===== config.mk =====
export PLATFORM = sky130hd
export DESIGN_NAME = param_rom_stream_ctrl_flat
export DESIGN_NICKNAME = d
export VERILOG_FILES = /design/src/rtl/param_rom_stream_ctrl_if.sv /design/src/rtl/param_rom_stream_ctrl.sv /design/src/flat_wrapper.sv
export SDC_FILE = /design/constraint.sdc
export NUM_CORES = 2
export LEC_CHECK = 0
export ABC_AREA = 1
export CAP_MARGIN = 20
export CORE_MARGIN = 8
export CORE_UTILIZATION = 25
export DETAILED_ROUTE_END_ITERATION = 8
export HOLD_SLACK_MARGIN = 0.02
export PLACE_DENSITY_LB_ADDON = 0.1
export SETUP_SLACK_MARGIN = 0.2
export SYNTH_ARGS = -nofsm -noshare
export SYNTH_HDL_FRONTEND = slang
export SYNTH_SLANG_ARGS = --single-unit

===== constraint.sdc =====
create_clock -name clk -period 19.5 [get_ports clk]
set_input_delay 4.875 -clock clk [delete_from_list [all_inputs] [get_ports clk]]
set_output_delay 4.875 -clock clk [all_outputs]
set_load 0.03 [all_outputs]

===== src/rtl/param_rom_stream_ctrl_if.sv =====
// Bundles the control, ROM and output-stream signals of param_rom_stream_ctrl.
// Output stream: a word transfers on any cycle where data_out_valid && data_out_ready; data_out/data_out_valid hold while waiting.
interface param_rom_stream_ctrl_if #(
  parameter int DATA_WIDTH = 512,
  parameter int ADDR_WIDTH = 6
);
  logic                  start;
  logic [15:0]           num_passes;
  logic                  busy;
  logic                  done;
  logic [ADDR_WIDTH-1:0] rom_addr;
  logic                  rom_ce;
  logic [DATA_WIDTH-1:0] rom_q;
  logic [DATA_WIDTH-1:0] data_out;
  logic                  data_out_valid;
  logic                  data_out_ready;
  logic [1:0]            dbg_state;

  modport master (
    input  start, num_passes, rom_q, data_out_ready,
    output busy, done, rom_addr, rom_ce, data_out, data_out_valid, dbg_state
  );

  modport slave (
    output start, num_passes, rom_q, data_out_ready,
    input  busy, done, rom_addr, rom_ce, data_out, data_out_valid, dbg_state
  );
endinterface


===== src/rtl/param_rom_stream_ctrl.sv =====
// Streams num_passes sweeps of a fixed-latency ROM through a credit-controlled output FIFO.
// Optional stall counter output is enabled by defining PARAM_STREAM_PERF_EN.
module param_rom_stream_ctrl #(
  parameter int DATA_WIDTH  = 512,
  parameter int DEPTH       = 24,
  parameter int ADDR_WIDTH  = $clog2(DEPTH) + 1,
  parameter int ROM_LATENCY = 2,
  parameter int FIFO_DEPTH  = 4
) (
  input  logic        clk,
  input  logic        rst,
`ifdef PARAM_STREAM_PERF_EN
  output logic [31:0] stall_count,
`endif
  param_rom_stream_ctrl_if.master bus
);

  localparam int PTR_W = (FIFO_DEPTH > 1) ? $clog2(FIFO_DEPTH) : 1;
  localparam int CNT_W = $clog2(FIFO_DEPTH + 1);
  localparam int SUM_W = $clog2(FIFO_DEPTH + ROM_LATENCY + 1) + 1;

  typedef enum logic [1:0] {S_IDLE = 2'd0, S_STREAM = 2'd1, S_DRAIN = 2'd2} state_e;

  state_e                 state_q;
  logic                   busy_q, ce_q, done_q;
  logic [ADDR_WIDTH-1:0]  addr_q;
  logic [15:0]            pass_q, passes_q;
  logic [ROM_LATENCY-1:0] tag_q;
  logic [DATA_WIDTH-1:0]  mem_q [FIFO_DEPTH];
  logic [PTR_W-1:0]       wr_ptr_q, rd_ptr_q;
  logic [CNT_W-1:0]       count_q;

  logic             valid, pop, push, issue, last_issue;
  logic [SUM_W-1:0] in_flight;

  function automatic logic [PTR_W-1:0] ptr_inc(input logic [PTR_W-1:0] p);
    return (p == PTR_W'(FIFO_DEPTH - 1)) ? '0 : p + 1'b1;
  endfunction

  always_comb begin
    in_flight = '0;
    for (int i = 0; i < ROM_LATENCY; i++) in_flight = in_flight + SUM_W'(tag_q[i]);
  end

  assign valid = (count_q != '0);
  assign pop   = valid && bus.data_out_ready;
  assign push  = tag_q[ROM_LATENCY-1];
  // Words already buffered plus words still in the ROM pipe must fit after this cycle's pop.
  assign issue = (state_q == S_STREAM) &&
                 ((SUM_W'(count_q) + in_flight - SUM_W'(pop)) < SUM_W'(FIFO_DEPTH));
  assign last_issue = issue && (addr_q == ADDR_WIDTH'(DEPTH - 1)) &&
                      (pass_q == passes_q - 16'd1);

  always_ff @(posedge clk or posedge rst) begin
    if (rst) begin
      state_q  <= S_IDLE;
      busy_q   <= 1'b0;
      ce_q     <= 1'b0;
      done_q   <= 1'b0;
      addr_q   <= '0;
      pass_q   <= '0;
      passes_q <= '0;
      tag_q    <= '0;
      wr_ptr_q <= '0;
      rd_ptr_q <= '0;
      count_q  <= '0;
    end else begin
      done_q <= 1'b0;
      tag_q  <= (tag_q << 1) | ROM_LATENCY'(issue);
      case (state_q)
        S_IDLE: begin
          if (bus.start) begin
            passes_q <= bus.num_passes;
            pass_q   <= '0;
            addr_q   <= '0;
            if (bus.num_passes == 16'd0) begin
              done_q <= 1'b1;
            end else begin
              state_q <= S_STREAM;
              busy_q  <= 1'b1;
              ce_q    <= 1'b1;
            end
          end
        end
        S_STREAM: begin
          if (issue) begin
            if (addr_q == ADDR_WIDTH'(DEPTH - 1)) begin
              addr_q <= '0;
              pass_q <= pass_q + 16'd1;
            end else begin
              addr_q <= addr_q + 1'b1;
            end
            if (last_issue) state_q <= S_DRAIN;
          end
        end
        S_DRAIN: begin
          if ((in_flight == '0) && !valid) begin
            state_q <= S_IDLE;
            busy_q  <= 1'b0;
            ce_q    <= 1'b0;
            done_q  <= 1'b1;
          end
        end
        default: begin
          state_q <= S_IDLE;
          busy_q  <= 1'b0;
          ce_q    <= 1'b0;
        end
      endcase
      if (push) wr_ptr_q <= ptr_inc(wr_ptr_q);
      if (pop)  rd_ptr_q <= ptr_inc(rd_ptr_q);
      case ({push, pop})
        2'b10:   count_q <= count_q + 1'b1;
        2'b01:   count_q <= count_q - 1'b1;
        default: count_q <= count_q;
      endcase
    end
  end

  // Storage is not reset; emptiness is carried by count_q and data_out is gated by it.
  always_ff @(posedge clk) begin
    if (push) mem_q[wr_ptr_q] <= bus.rom_q;
  end

  assign bus.busy           = busy_q;
  assign bus.done           = done_q;
  assign bus.rom_ce         = ce_q;
  assign bus.rom_addr       = addr_q;
  assign bus.data_out_valid = valid;
  assign bus.data_out       = valid ? mem_q[rd_ptr_q] : '0;
  assign bus.dbg_state      = state_q;

`ifdef PARAM_STREAM_PERF_EN
  logic [31:0] stall_q;

  always_ff @(posedge clk or posedge rst) begin
    if (rst) begin
      stall_q <= '0;
    end else if ((state_q == S_IDLE) && bus.start) begin
      stall_q <= '0;
    end else if (valid && !bus.data_out_ready && (stall_q != '1)) begin
      stall_q <= stall_q + 32'd1;
    end
  end

  assign stall_count = stall_q;
`endif

endmodule


===== src/flat_wrapper.sv =====
// flat-port wrapper written by rule: the top's interface ports become plain ports
module param_rom_stream_ctrl_flat 
#(
  parameter int DATA_WIDTH  = 512,
  parameter int DEPTH       = 24,
  parameter int ADDR_WIDTH  = $clog2(DEPTH) + 1,
  parameter int ROM_LATENCY = 2,
  parameter int FIFO_DEPTH  = 4
)
  (clk, rst, bus_start, bus_num_passes, bus_rom_q, bus_data_out_ready, bus_busy, bus_done, bus_rom_addr, bus_rom_ce, bus_data_out, bus_data_out_valid, bus_dbg_state);
  param_rom_stream_ctrl_if #(.DATA_WIDTH(DATA_WIDTH), .ADDR_WIDTH(ADDR_WIDTH)) bus_i ();
  input  logic clk;
  input  logic rst;
  input wire logic [$bits(bus_i.start)-1:0] bus_start;
  input wire logic [$bits(bus_i.num_passes)-1:0] bus_num_passes;
  input wire logic [$bits(bus_i.rom_q)-1:0] bus_rom_q;
  input wire logic [$bits(bus_i.data_out_ready)-1:0] bus_data_out_ready;
  output wire logic [$bits(bus_i.busy)-1:0] bus_busy;
  output wire logic [$bits(bus_i.done)-1:0] bus_done;
  output wire logic [$bits(bus_i.rom_addr)-1:0] bus_rom_addr;
  output wire logic [$bits(bus_i.rom_ce)-1:0] bus_rom_ce;
  output wire logic [$bits(bus_i.data_out)-1:0] bus_data_out;
  output wire logic [$bits(bus_i.data_out_valid)-1:0] bus_data_out_valid;
  output wire logic [$bits(bus_i.dbg_state)-1:0] bus_dbg_state;
  assign bus_i.start = bus_start;
  assign bus_i.num_passes = bus_num_passes;
  assign bus_i.rom_q = bus_rom_q;
  assign bus_i.data_out_ready = bus_data_out_ready;
  assign bus_busy = bus_i.busy;
  assign bus_done = bus_i.done;
  assign bus_rom_addr = bus_i.rom_addr;
  assign bus_rom_ce = bus_i.rom_ce;
  assign bus_data_out = bus_i.data_out;
  assign bus_data_out_valid = bus_i.data_out_valid;
  assign bus_dbg_state = bus_i.dbg_state;
  param_rom_stream_ctrl #(.DATA_WIDTH(DATA_WIDTH), .DEPTH(DEPTH), .ADDR_WIDTH(ADDR_WIDTH), .ROM_LATENCY(ROM_LATENCY), .FIFO_DEPTH(FIFO_DEPTH)) u_core (.clk(clk), .rst(rst), .bus(bus_i));
endmodule

==> impl_metrics.env <==
export IMPL_cts_repair_resized=0
export IMPL_route_final_wire_length_um=285000
export IMPL_critical_path_required_ns=14.62
export IMPL_irDropWorstVdd_mv=0.118
export IMPL_clk_pin_slew_worst_paths_ns=0.06
export IMPL_slew_limit_headroom=0.135
export IMPL_cts_htree_levels=4
export IMPL_p_switching_mw=7.95
export IMPL_max_slew_violations=0
export IMPL_firstDrtPassIters=5
export IMPL_postRouteAntennaNets=0
export IMPL_initial_core_util=0.251
export IMPL_io_pins=1056
export IMPL_finalClockSkew_ns=0.0681
export IMPL_finalSetupTns_ns=0
export IMPL_cap_viol_max_count=0
export IMPL_dp_final_hpwl_um=174000
export IMPL_crit_top_cell="sky130_fd_sc_hd__buf_4"
export IMPL_vias=52973
export IMPL_synthArstFlopShare=0.0243
export IMPL_globalRoute_totalOverflow=0
export IMPL_finalSetupViolCount=0
export IMPL_finalCriticalPeriod_ns=11.32
export IMPL_synth_most_common_cell="sky130_fd_sc_hd__nor2_1"
export IMPL_dominantRegCellSynth="sky130_fd_sc_hd__edfxtp_1"
export IMPL_ys_ff_latch=2099
export IMPL_comb_power_share=0.447
export IMPL_post_cts_setup_buffer_count=0
export IMPL_leakage_component_of_the_power_nw=34.4
export IMPL_drtIter0Drc=3444
export IMPL_internal_power_mw=10.9
export IMPL_pwr_share_seq=0.313
export IMPL_clock_path_buffers=4
export IMPL_gr_usage_all_layers=0.157
export IMPL_critical_path_max_stage_delay_ns=1.03
export IMPL_clock_latency_ns=0.90
export IMPL_flow_area_growth_from_synthesis_pct=28.1
export IMPL_syn_instance_count=6509
export IMPL_p_sw_frac=0.421
export IMPL_worstSetupStartpointType="register"
export IMPL_grt_start_max_net_pins=200
export IMPL_tritoncts="done"
export IMPL_power_density_mw_per_mm2=180
export IMPL_share_of_yosys_cell_area_claimed_by_the_top_area_cell_type=0.750
export IMPL_port_buffer_count=1055
export IMPL_number_of_nets_in_the_layout=8037
export IMPL_setup_repair_after_global_routing_missed_its_margin="false"
export IMPL_place_area_mm2=0.0971
export IMPL_synth_cells_most_frequent="sky130_fd_sc_hd__nor2_1, sky130_fd_sc_hd__edfxtp_1, sky130_fd_sc_hd__o21ai_0"
export IMPL_post_synth_num_cell_types=38
export IMPL_tightest_slew_ns=1.30
export IMPL_finalPower_mw=18.9
export IMPL_clock_root_buffer="sky130_fd_sc_hd__clkbuf_16"
export IMPL_gp_congestion=0.750
export IMPL_synth_area_per_cell_um2=12.6
export IMPL_postCtsHoldBufs=0
export IMPL_crit_path_top_delay_cell="sky130_fd_sc_hd__dfrtp_4"
export IMPL_synth_edff_count=2048
export IMPL_clock_fmax_mhz=88.3
export IMPL_first_global_vias=51986
export IMPL_p_clk_frac=0.240
export IMPL_coreArea_mm2=0.327
export IMPL_die_h_um=589
export IMPL_placement_rows=210
export IMPL_synth_sequential_area_ratio=0.765
export IMPL_synth_area_leaders="sky130_fd_sc_hd__edfxtp_1, sky130_fd_sc_hd__nor2_1, sky130_fd_sc_hd__o21ai_0"
export IMPL_crit_path_cell_trace="buf_4 > buf_4 > buf_4 > buf_12 > nor2_1 > nor2_1 > o21ai_0 > a21oi_1 > clkdlybuf4s50_1"
export IMPL_syn_cell_area_mm2=0.0820
export IMPL_detail_route_drc_violations=0
export IMPL_final_period_utilization=0.580
export IMPL_mappedNetlistNets=7057
export IMPL_avgViaCountPerCell=4.38
export IMPL_criticalPathCategory="reg -> out"
export IMPL_tritoncts_num_buffers=244
export IMPL_post_route_cell_area_mm2=0.105
export IMPL_die_area_mm2=0.347
export IMPL_drive_gt1_frac=0.0617
export IMPL_die_width_um=589
export IMPL_netlist_top_cell_by_area="sky130_fd_sc_hd__edfxtp_1"
export IMPL_min_delay_path_class="reg -> reg"
export IMPL_worst_ep_arrival_ns=6.44
export IMPL_peak_fanout_along_the_critical_path=177
export IMPL_endpoint_kind="output port"
export IMPL_hold_violation_count_in_the_final_report=0
export IMPL_status="finished clean"
export IMPL_initial_antenna_violation_count=147
export IMPL_synth_warning_count=0
export IMPL_post_drt_wl_per_cell_um=23.6
export IMPL_n_fill_cell=32599
export IMPL_grt_pass1_wl_um=402000
export IMPL_number_of_clock_sinks_seen_by_cts=2099
-- state kept, by name (all words and copies together) (netlist names), 2 cells and up --
signal                cells
u_core.mem_q           2048
u_core.bus.rom_addr       6
u_core.tag_q              2
u_core.pass_q            16
u_core.wr_ptr_q           2
u_core.passes_q          16
u_core.rd_ptr_q           2
u_core.count_q            3
u_core.bus.dbg_state      2
-- area by class of cell --
cell class,count,area (um2),area share
multi-input cells,3930,17200,0.164
inverters,73,328,0.00312
repair buffers,1141,11300,0.107
well taps,4346,5440,0.0518
clock inverters,163,1510,0.0143
diodes,42,105,0.00100
flip-flops and latches,2099,62800,0.598
clock buffers,288,6400,0.0609
-- stage by stage --
step | setup slack [ns] | hold WS, ns | instances | utilization
after floorplan | 8.08 | 0.380 | 6509 | -
after global placement | 9.01 | 0.420 | 11589 | 0.297
after detailed placement | 8.97 | 0.400 | 11589 | 0.297
after CTS | 7.98 | 0.424 | 12040 | 0.321
after global routing | 7.57 | 0.439 | 12053 | 0.321
final | 8.18 | 0.420 | 12082 | 0.321
-- routing by layer --
layer	routed length (um)	global-route usage	part of all wire
met2	133000	0.259	0.47
met4	7770	0.0417	0.027
met3	23400	0.0545	0.082
met1	120000	0.195	0.42
met5	595	0	0.0021
-- worst max-delay path: cells and delay by family, from the launching register on --
| family | cells | cell delay (ns) |
|---|---|---|
| compound gates | 2 | 0.43 |
| simple gates | 2 | 0.21 |
| buf+inv | 5 | 3.55 |
| flops | 1 | 1.03 |
-- cell usage in the layout (no fill, tap or decap), types with 3 or more instances in the layout --
master and instances:
sky130_fd_sc_hd__buf_4 79, sky130_fd_sc_hd__o31ai_1 10, sky130_fd_sc_hd__a21oi_1 519, sky130_fd_sc_hd__clkinv_2 51
sky130_fd_sc_hd__dfrtp_1 49, sky130_fd_sc_hd__xnor2_1 4, sky130_fd_sc_hd__clkinv_16 3, sky130_fd_sc_hd__clkbuf_1 37
sky130_fd_sc_hd__nand4_1 7, sky130_fd_sc_hd__bufinv_16 24, sky130_fd_sc_hd__o21ai_1 204, sky130_fd_sc_hd__inv_1 59
sky130_fd_sc_hd__clkbuf_16 249, sky130_fd_sc_hd__o21ai_0 851, sky130_fd_sc_hd__nor3_1 6, sky130_fd_sc_hd__buf_12 7
sky130_fd_sc_hd__clkdlybuf4s50_1 1055, sky130_fd_sc_hd__xor2_1 17, sky130_fd_sc_hd__nor2_1 2100, sky130_fd_sc_hd__nor2_4 5
sky130_fd_sc_hd__nor2_2 3, sky130_fd_sc_hd__nand2_2 4, sky130_fd_sc_hd__inv_8 5, sky130_fd_sc_hd__nand3_1 33
sky130_fd_sc_hd__clkinv_1 60, sky130_fd_sc_hd__diode_2 42, sky130_fd_sc_hd__edfxtp_1 2048, sky130_fd_sc_hd__inv_2 8
sky130_fd_sc_hd__ha_1 15, sky130_fd_sc_hd__clkinvlp_4 18, sky130_fd_sc_hd__nor4_1 3, sky130_fd_sc_hd__nand2_1 136
sky130_fd_sc_hd__clkinv_4 3
-- worst paths after layout --
check | start | endpoint | slack [ns] | depth (start not counted)
max reg2reg | u_core.count_q[0] | u_core.pass_q[2] | 14.92 | 21
max in group asynchronous | rst | u_core.rd_ptr_q[1] | 14.36 | 3
min in group asynchronous | rst | u_core.pass_q[6] | 4.59 | 3
min reg2reg | u_core.tag_q[0] | u_core.tag_q[1] | 0.42 | 0
max | u_core.rd_ptr_q[0] | bus_data_out[177] | 8.18 | 9
min | u_core.tag_q[0] | u_core.tag_q[1] | 0.42 | 0
-- cells by family (layout without fill, tap and decap cells) --
family,count (synthesis),count (layout),synth area share
flip-flops,2099,2099,0.765
adder cells (fa/ha/maj),16,16,0.00253
other,0,42,0
buffers and inverters,480,1665,0.0249
AND/OR/NAND/NOR,2305,2305,0.108
AO/OA/AOI/OAI,1588,1588,0.0973
XOR/XNOR,21,21,0.00224
-- power by group through the flow --
stage | registers [mW] | logic [mW] | clock network, mW
2_1_floorplan | 6.30 | 4.76 | 0
4_1_cts | 5.92 | 8.71 | 4.69
3_3_place_gp | 6.00 | 8.68 | 0
6_report | 5.91 | 8.45 | 4.53
3_5_place_dp | 6.01 | 8.66 | 0
5_1_grt | 5.97 | 9.13 | 4.84
No activity file was read; power rests on OpenSTA's default activity.
